File: config.mk
export PLATFORM = sky130hd
export DESIGN_NAME = controle_clock
export DESIGN_NICKNAME = d
export VERILOG_FILES = /design/src/rtl/controle_clock.sv
export SDC_FILE = /design/constraint.sdc
export NUM_CORES = 1
export LEC_CHECK = 0
export CORE_MARGIN = 4
export CORE_UTILIZATION = 52
export DETAILED_ROUTE_END_ITERATION = 16
export PLACE_DENSITY_LB_ADDON = 0.2
export SLEW_MARGIN = 40
export SYNTH_ARGS = -nofsm -noshare
export SYNTH_HDL_FRONTEND = slang
export SYNTH_SLANG_ARGS = --single-unit
File: constraint.sdc
create_clock -name CLKFPGA -period 3.25 [get_ports CLKFPGA]
set_input_delay 0.975 -clock CLKFPGA [delete_from_list [all_inputs] [get_ports CLKFPGA]]
set_output_delay 0.975 -clock CLKFPGA [all_outputs]
set_load 0.02 [all_outputs]
File: src/rtl/controle_clock.sv
`default_nettype none
`timescale 1ns/1ps
// ============================================================================
// Module   : controle_clock
// Purpose  : Clock-enable strobe generator with auto (divided, haltable) and
//            manual (debounced key, burst of STEPS strobes) modes.
// Revision : 1.0 - initial release
// ============================================================================
module controle_clock #(
    parameter int DIVISOR  = 10000000,
    parameter int DEBOUNCE = 500000,
    parameter int CNTW     = 24
) (
    input  logic        CLKFPGA,
    input  logic        RST,
    input  logic        CTRLCLK,
    input  logic        KEY,
    input  logic [7:0]  STEPS,
    input  logic        HALT,
    output logic        CLKEN,
    output logic [1:0]  ESTADO,
    output logic [31:0] CICLOS
);

    localparam logic [1:0]      c_IDLE    = 2'b00;
    localparam logic [1:0]      c_BURST   = 2'b01;
    localparam logic [1:0]      c_AUTO    = 2'b10;
    localparam logic [1:0]      c_HALTED  = 2'b11;
    localparam logic [CNTW-1:0] c_DIV_MAX = CNTW'(DIVISOR);
    localparam logic [CNTW-1:0] c_DB_LAST = CNTW'(DEBOUNCE - 1);
    localparam logic [CNTW-1:0] c_CNT_ONE = CNTW'(1);

    logic            r_sync1;
    logic            r_sync2;
    logic [CNTW-1:0] r_db_cnt;
    logic            r_key_db;
    logic            r_key_db_d;
    logic            w_press;

    logic [1:0]      r_state;
    logic [1:0]      w_next;
    logic [CNTW-1:0] r_div;
    logic [7:0]      r_remaining;
    logic            r_clken;
    logic [31:0]     r_ciclos;

    logic            w_strobe;
    logic            w_div_clr;
    logic            w_div_inc;
    logic            w_load;
    logic [7:0]      w_steps_load;

    // Key is idle-high, so the synchronizer resets to the released level.
    always_ff @(posedge CLKFPGA or posedge RST) begin
        if (RST) begin
            r_sync1 <= 1'b1;
            r_sync2 <= 1'b1;
        end else begin
            r_sync1 <= KEY;
            r_sync2 <= r_sync1;
        end
    end

    always_ff @(posedge CLKFPGA or posedge RST) begin
        if (RST) begin
            r_db_cnt   <= '0;
            r_key_db   <= 1'b1;
            r_key_db_d <= 1'b1;
        end else begin
            r_key_db_d <= r_key_db;
            if (r_sync2 == r_key_db) begin
                r_db_cnt <= '0;
            end else if (r_db_cnt == c_DB_LAST) begin
                r_key_db <= r_sync2;
                r_db_cnt <= '0;
            end else begin
                r_db_cnt <= r_db_cnt + c_CNT_ONE;
            end
        end
    end

    assign w_press      = r_key_db_d & ~r_key_db;
    assign w_steps_load = (STEPS == 8'd0) ? 8'd1 : STEPS;

    always_ff @(posedge CLKFPGA or posedge RST) begin
        if (RST) begin
            r_state <= c_IDLE;
        end else begin
            r_state <= w_next;
        end
    end

    always_comb begin
        w_next = r_state;
        case (r_state)
            c_IDLE: begin
                if (!CTRLCLK) begin
                    w_next = c_AUTO;
                end else if (w_press) begin
                    w_next = c_BURST;
                end
            end
            c_BURST: begin
                if (r_remaining <= 8'd1) begin
                    w_next = c_IDLE;
                end
            end
            c_AUTO: begin
                if (CTRLCLK) begin
                    w_next = c_IDLE;
                end else if (HALT) begin
                    w_next = c_HALTED;
                end
            end
            c_HALTED: begin
                if (CTRLCLK) begin
                    w_next = c_IDLE;
                end
            end
            default: w_next = c_IDLE;
        endcase
    end

    // HALT outranks a divider terminal count, so a breakpoint never leaks a strobe.
    always_comb begin
        w_strobe  = 1'b0;
        w_div_clr = 1'b0;
        w_div_inc = 1'b0;
        w_load    = 1'b0;
        case (r_state)
            c_IDLE: begin
                if (!CTRLCLK) begin
                    w_div_clr = 1'b1;
                end else if (w_press) begin
                    w_load = 1'b1;
                end
            end
            c_BURST: begin
                w_strobe = 1'b1;
            end
            c_AUTO: begin
                if (CTRLCLK) begin
                    w_div_clr = 1'b1;
                end else if (!HALT) begin
                    if (r_div == c_DIV_MAX) begin
                        w_strobe  = 1'b1;
                        w_div_clr = 1'b1;
                    end else begin
                        w_div_inc = 1'b1;
                    end
                end
            end
            default: begin
                w_strobe = 1'b0;
            end
        endcase
    end

    always_ff @(posedge CLKFPGA or posedge RST) begin
        if (RST) begin
            r_div       <= '0;
            r_remaining <= 8'd0;
            r_clken     <= 1'b0;
            r_ciclos    <= 32'd0;
        end else begin
            if (w_div_clr) begin
                r_div <= '0;
            end else if (w_div_inc) begin
                r_div <= r_div + c_CNT_ONE;
            end

            if (w_load) begin
                r_remaining <= w_steps_load;
            end else if (r_state == c_BURST) begin
                r_remaining <= r_remaining - 8'd1;
            end

            r_clken <= w_strobe;
            if (w_strobe) begin
                r_ciclos <= r_ciclos + 32'd1;
            end
        end
    end

    assign CLKEN  = r_clken;
    assign ESTADO = r_state;
    assign CICLOS = r_ciclos;

endmodule
`default_nettype wire
==> reports/metrics.cfg, run 1 <==
[run_status]
status = finished clean

[power]
seqPwrFrac_pct = 49.8
pwr-share-clk_pct = 28.5
p_comb_share_pct = 21.7
swShare_pct = 33.2
ir_worst_vdd_mv = 0.537
p_int_mw = 1.83
p_per_area_nw_per_um2 = 486
leakagePower_nw = 2.18
total_power_mw = 2.75
p_sw_mw = 0.913

[worst_hold_path]
worstHoldPathType = reg -> reg
hold_depth = 0
hp-start = r_sync1

[cells_and_area]
layout.nets = 565
syn_to_final_growth_pct = 16.9
diodes = 0
final_area_um2 = 5650
layout_common_cells = dfrtp_1 (91), nor2_1 (65), clkdlybuf4s50_1 (47), nand2_1 (38), xor2_1 (36)
final_common_cell = dfrtp_1
drive_above_1_share_pct = 7.68

[sta]
worst_hold_slack_ns = 0.380
period_needed_ns = 2.70
worst_pin_slew_ns = 0.757
post-route-period-util_pct = 83.1
grt_setup_unrepaired = no
skew_ns = 0.0102
finalSetupViolations = 0
fmax_ghz = 0.370
max_slew_margin_pct = 48.8
finalMaxSlewViolations = 0
hold_viol = 0
setup_tns_ns = 0

[place]
routabilityCongestion = 0.801
dpl_cell_area_um2 = 5460
io_buffers = 47
hpwl_um = 6780

[yosys]
netlist_instances = 489
synth_flop_cell = dfrtp_1
yosys_warnings = 0
synthArstFlopShare_pct = 100
synth_edf_count = 0
synth_nets = 512
synth_area_um2 = 4840
ys_seq_elements = 95
syn_avg_cell_area_um2 = 9.89
seq_area_frac_synth_pct = 49.2
synthDistinctLibCells = 45

[worst_setup_path]
cpPeakStageDelay_ns = 0.45
cp-startpoint = HALT
cpLargestDelayFamily = buffers and inverters
cp.arrival_ns = 2.97
endpoint = CICLOS[5]
r2r_cells = 6
critPathBufInv = 3
critPathCaptureType = flip-flop
cp-start-kind = input port
crit_cells = 8
ff2ff_setup_slack_ns = 0.82
path_class = in -> reg
cpMaxStageDelayCell = clkdlybuf4s50_1
reg2reg_to = CICLOS[5]
crit_required_ns = 3.52
timing.rr.start = r_div[11]
worstPathCellList = clkdlybuf4s50_1 > nor3b_1 > buf_4 > nand2_1 > o31a_1 > inv_1 > nand4_1 > xnor2_1
path_max_fanout = 13

[floorplanning]
ioPinCount = 48
fp.dieArea_um2 = 10900
fp.dieH_um = 104
num_rows = 34
coreArea_um2 = 8890
start_util_pct = 54.4
die_w_um = 104

[routing]
drt-total-wl_um = 9960
ant_nets = 0
dr.pass1.iters = 4
viasPerCell = 5.71
wire_per_inst_um = 15.2
route.vias.total = 3743
drt_iter0_drc = 134
route.detailed.drc = 0

[clock_network]
cts.sinks = 95
cts_hold_buf = 0
cts_setup_buffers = 0
numCtsBuffers = 9
cts-root-buf = clkbuf_8
clk_latency_ns = 0.38
cts_resized = 0
clockBufferDepth = 2
cts_tree = done
clkTransAtPathRegs_ns = 0.10
h-tree-depth = 3

[global_routing]
grt_first_pass_wirelength_um = 17900
grt_pass1_vias = 3810
grt_use_total_pct = 19.8
gr-total-overflow = 0
antenna_found_initial = 0
grt_start_max_net_pins = 96

[flow_run]
maxCapViolations = 0

sequential cells by signal (all words and copies together) (netlist names):
signal / flops
CICLOS: 32
r_key_db_d: 1
r_remaining: 8
r_key_db: 1
CLKEN: 1
ESTADO: 2
r_sync2: 1
r_sync1: 1
r_div: 24
r_db_cnt: 24
cell usage after synthesis, types with 2 or more instances:
cell / n / area share (%)
mux2_2: 3 / 0.70
nor4b_2: 2 / 0.62
nor3_1: 21 / 2.2
nand2_1: 38 / 2.9
inv_1: 15 / 1.2
dfrtp_1: 91 / 47
a21oi_1: 19 / 2.0
or2_2: 2 / 0.26
nor4_1: 5 / 0.65
ha_1: 10 / 2.6
and2_1: 5 / 0.65
xnor2_1: 35 / 6.3
or4_1: 6 / 0.93
and4_1: 8 / 1.4
or3_1: 6 / 0.78
o21ai_1: 2 / 0.21
xor2_1: 36 / 6.5
and3_1: 6 / 0.78
nand2b_1: 4 / 0.52
nand4_1: 31 / 4.0
nor4b_1: 4 / 0.72
clkbuf_1: 7 / 0.54
nand3_1: 25 / 2.6
o21ai_0: 7 / 0.72
buf_2: 4 / 0.41
a31oi_1: 2 / 0.26
o211ai_1: 2 / 0.31
nor4_2: 3 / 0.78
dfstp_2: 4 / 2.2
o31ai_1: 6 / 0.93
mux2i_1: 2 / 0.41
nor2_1: 65 / 5.0
per-stage QoR:
stage	util (%)	worst slack [ns]	std cells
floorplan	-	0.902	489
global placement	61.4	0.207	639
detailed placement	61.4	0.154	639
CTS	63.6	0.562	655
global route	63.6	0.390	655
finish	63.6	0.549	655
final cells by class:
cell class / instances / area, um2
Fill cell: 739 / 3240
Sequential cell: 95 / 2380
Multi-Input combinational cell: 367 / 2340
Timing Repair Buffer: 54 / 536
Clock buffer: 10 / 138
Tap cell: 108 / 135
Clock inverter: 6 / 61.3
Inverter: 15 / 60.1
per-layer routing:
| metal | part of all wire, % | wire length [um] | GRT usage (%) |
|---|---|---|---|
| met4 | 1.3 | 133 | 5.98 |
| met5 | 0 | 0 | 0 |
| met3 | 4.0 | 401 | 4.84 |
| met1 | 45 | 4450 | 25.3 |
| met2 | 50 | 4980 | 33.2 |
kinds of logic (layout without fill, tap and decap cells):
family | count (synthesis) | after routing | share of synthesized area (%)
flip-flops | 95 | 95 | 49.2
AND/OR/NAND/NOR | 238 | 238 | 26.6
buffers and inverters | 27 | 85 | 2.35
AO/OA/AOI/OAI | 43 | 43 | 5.28
XOR/XNOR | 71 | 71 | 12.9
adder cells (fa/ha/maj) | 10 | 10 | 2.59
multiplexers | 5 | 5 | 1.11
power by group through the flow:
stage	Combinational, mW	Sequential (mW)	Clock, mW
CTS	0.605	1.37	0.806
detailed placement	0.602	1.39	0
floorplan	0.368	1.41	0
finish	0.596	1.37	0.783
global placement	0.587	1.38	0
global route	0.677	1.38	0.856
worst min-delay path by stage:
stage,slack [ns],end
6_report,0.38,r_sync2
5_1_grt,0.39,r_sync2
3_5_place_dp,0.36,r_sync2
2_1_floorplan,0.35,r_sync2
4_1_cts,0.38,r_sync2
3_3_place_gp,0.35,r_sync2
No activity file was read; power rests on OpenSTA's default activity.
==> run 2, diff against run 1 <==
==> constraint.sdc (replaced) <==
create_clock -name CLKFPGA -period 2.3 [get_ports CLKFPGA]
set_input_delay 0.69 -clock CLKFPGA [delete_from_list [all_inputs] [get_ports CLKFPGA]]
set_output_delay 0.69 -clock CLKFPGA [all_outputs]
set_load 0.02 [all_outputs]
==> run 2 against run 1 <==
- non-clock buffer count up 30
- worst setup slack worse by 0.43 ns
- sequential share of layout area down 2.1 points
- first-iteration DRC count up 78%
- largest cell class is now multi-input gates
- clock power up 28%
- clock-buffer cell count unchanged
- flip-flop and latch count unchanged
- clock skew up 0.0026 ns
- cell count up 4.6%
- worst hold slack worse by 0.014 ns
- cell area up 5.2%
- global-route usage up 0.080 points
==> reports/metrics.cfg, run 2 (synthesized netlist as in run 1, its figures left out) <==
[flow_run]
maxCapViolations = 0

[cells_and_area]
multi_input_area_um2 = 2410
fin_util_pct = 66.9
final_area_um2 = 5950
drive_above_1_share_pct = 13.9
largest_reg_flops = 32
fill_cells = 700
layout.nets = 595
layout_common_cells = dfrtp_1 (91), nor2_1 (65), clkdlybuf4s50_1 (45), nand2_1 (38), xor2_1 (36)
regArea_um2 = 2380
diodes = 0
final_common_cell = dfrtp_1
instances_no_fill = 685
syn_to_final_growth_pct = 23.0

[routing]
wire_per_inst_um = 15.2
drt-total-wl_um = 10400
viasPerCell = 5.72
route.vias.total = 3917
drt_iter0_drc = 238
dr.pass1.iters = 4
route.detailed.drc = 0
ant_nets = 0

[sta]
hold_viol = 0
period_needed_ns = 2.18
post-route-period-util_pct = 94.7
skew_ns = 0.0128
finalMaxSlewViolations = 0
max_slew_margin_pct = 66.6
worst_hold_slack_ns = 0.366
finalSetupViolations = 0
fmax_ghz = 0.459
worst_pin_slew_ns = 0.501

[floorplanning]
fp.dieArea_um2 = 10900
start_util_pct = 54.4
num_rows = 34
ioPinCount = 48
die_w_um = 104
fp.dieH_um = 104
coreArea_um2 = 8890

[place]
io_buffers = 47
hpwl_um = 7330
routabilityCongestion = 0.817
dpl_cell_area_um2 = 5660
post-place-cells = 664

[global_routing]
gr-total-overflow = 0
grt_use_total_pct = 19.8
grt_pass1_vias = 3794
grt_first_pass_wirelength_um = 18100
grt_start_max_net_pins = 96
antenna_found_initial = 0

[clock_network]
numCtsBuffers = 9
cts_tree = done
h-tree-depth = 3
clk_latency_ns = 0.35
cts.sinks = 95
clkTransAtPathRegs_ns = 0.10
clockBufferDepth = 2
cts-root-buf = clkbuf_8

[worst_setup_path]
cpMaxStageDelayCell = clkdlybuf4s50_1
critPathBufInv = 1
reg2reg_to = CICLOS[18]
cpPeakStageDelay_ns = 0.65
path_max_fanout = 6
crit_required_ns = 1.61
crit_cells = 1
cp.arrival_ns = 1.49
critPathCaptureType = output port
ff2ff_setup_slack_ns = 0.14
cp-start-kind = flip-flop
path_class = reg -> out
timing.rr.start = ESTADO[0]
r2r_cells = 9
worstPathCellList = clkdlybuf4s50_1
cpLargestDelayFamily = buffers and inverters

[worst_hold_path]
hold_depth = 0
worstHoldPathType = reg -> reg
hp-start = r_sync1
holdPathEnd = r_sync2

[run_status]
status = finished clean

[power]
leakagePower_nw = 2.38
ir_worst_vdd_mv = 0.616
total_power_mw = 3.92
p_per_area_nw_per_um2 = 659

-- run 2: how the worst max path moves through the flow --
stage / startpoint / endpoint / slack (ns)
CTS: r_div[18] / r_div[17] / 0.03
floorplan: ESTADO[0] / r_div[17] / 0.15
global placement: CTRLCLK / CICLOS[30] / -0.29
detailed placement: CTRLCLK / CICLOS[30] / -0.33
global route: r_div[18] / r_div[1] / -0.03
finish: CICLOS[3] / CICLOS[3] / 0.12
-- run 2: cell type report --
type / instances / share of cell area (%)
flip-flops and latches: 95 / 40.0
repair buffers: 84 / 13.2
clock buffers: 10 / 2.14
multi-input cells: 367 / 40.6
well taps: 108 / 2.27
inverters: 15 / 1.01
clock inverters: 6 / 0.778
-- run 2: per-layer routing --
layer	global-route usage, %	part of all wire (%)	vias up
met1	28.1	46	1924
met4	6.27	1.1	0
met3	2.61	3.8	14
li1	-	-	1887
met5	0	0	-
met2	31.7	49	92
-- run 2: timing repair --
action	CTS	global route
endpoints found under the setup margin	5	48
pin swaps	1	9
gates resized for setup	0	16
hold buffers	0	0
cloned	0	0
setup buffers	1	4
-- run 2: where the power goes --
part	leakage, nW	switching, mW	total, mW	internal, mW
combinational	1.10	0.538	0.995	0.457
sequential	1.19	0.134	1.92	1.79
clock	0.0881	0.601	1.00	0.402
-- run 2: per-stage QoR --
stage	worst slack (ns)	TNS [ns]
after floorplan	0.152	0
after global placement	-0.285	-9.06
after detailed placement	-0.331	-9.56
after CTS	0.0296	0
after global routing	-0.0276	-0.0318
final	0.121	0
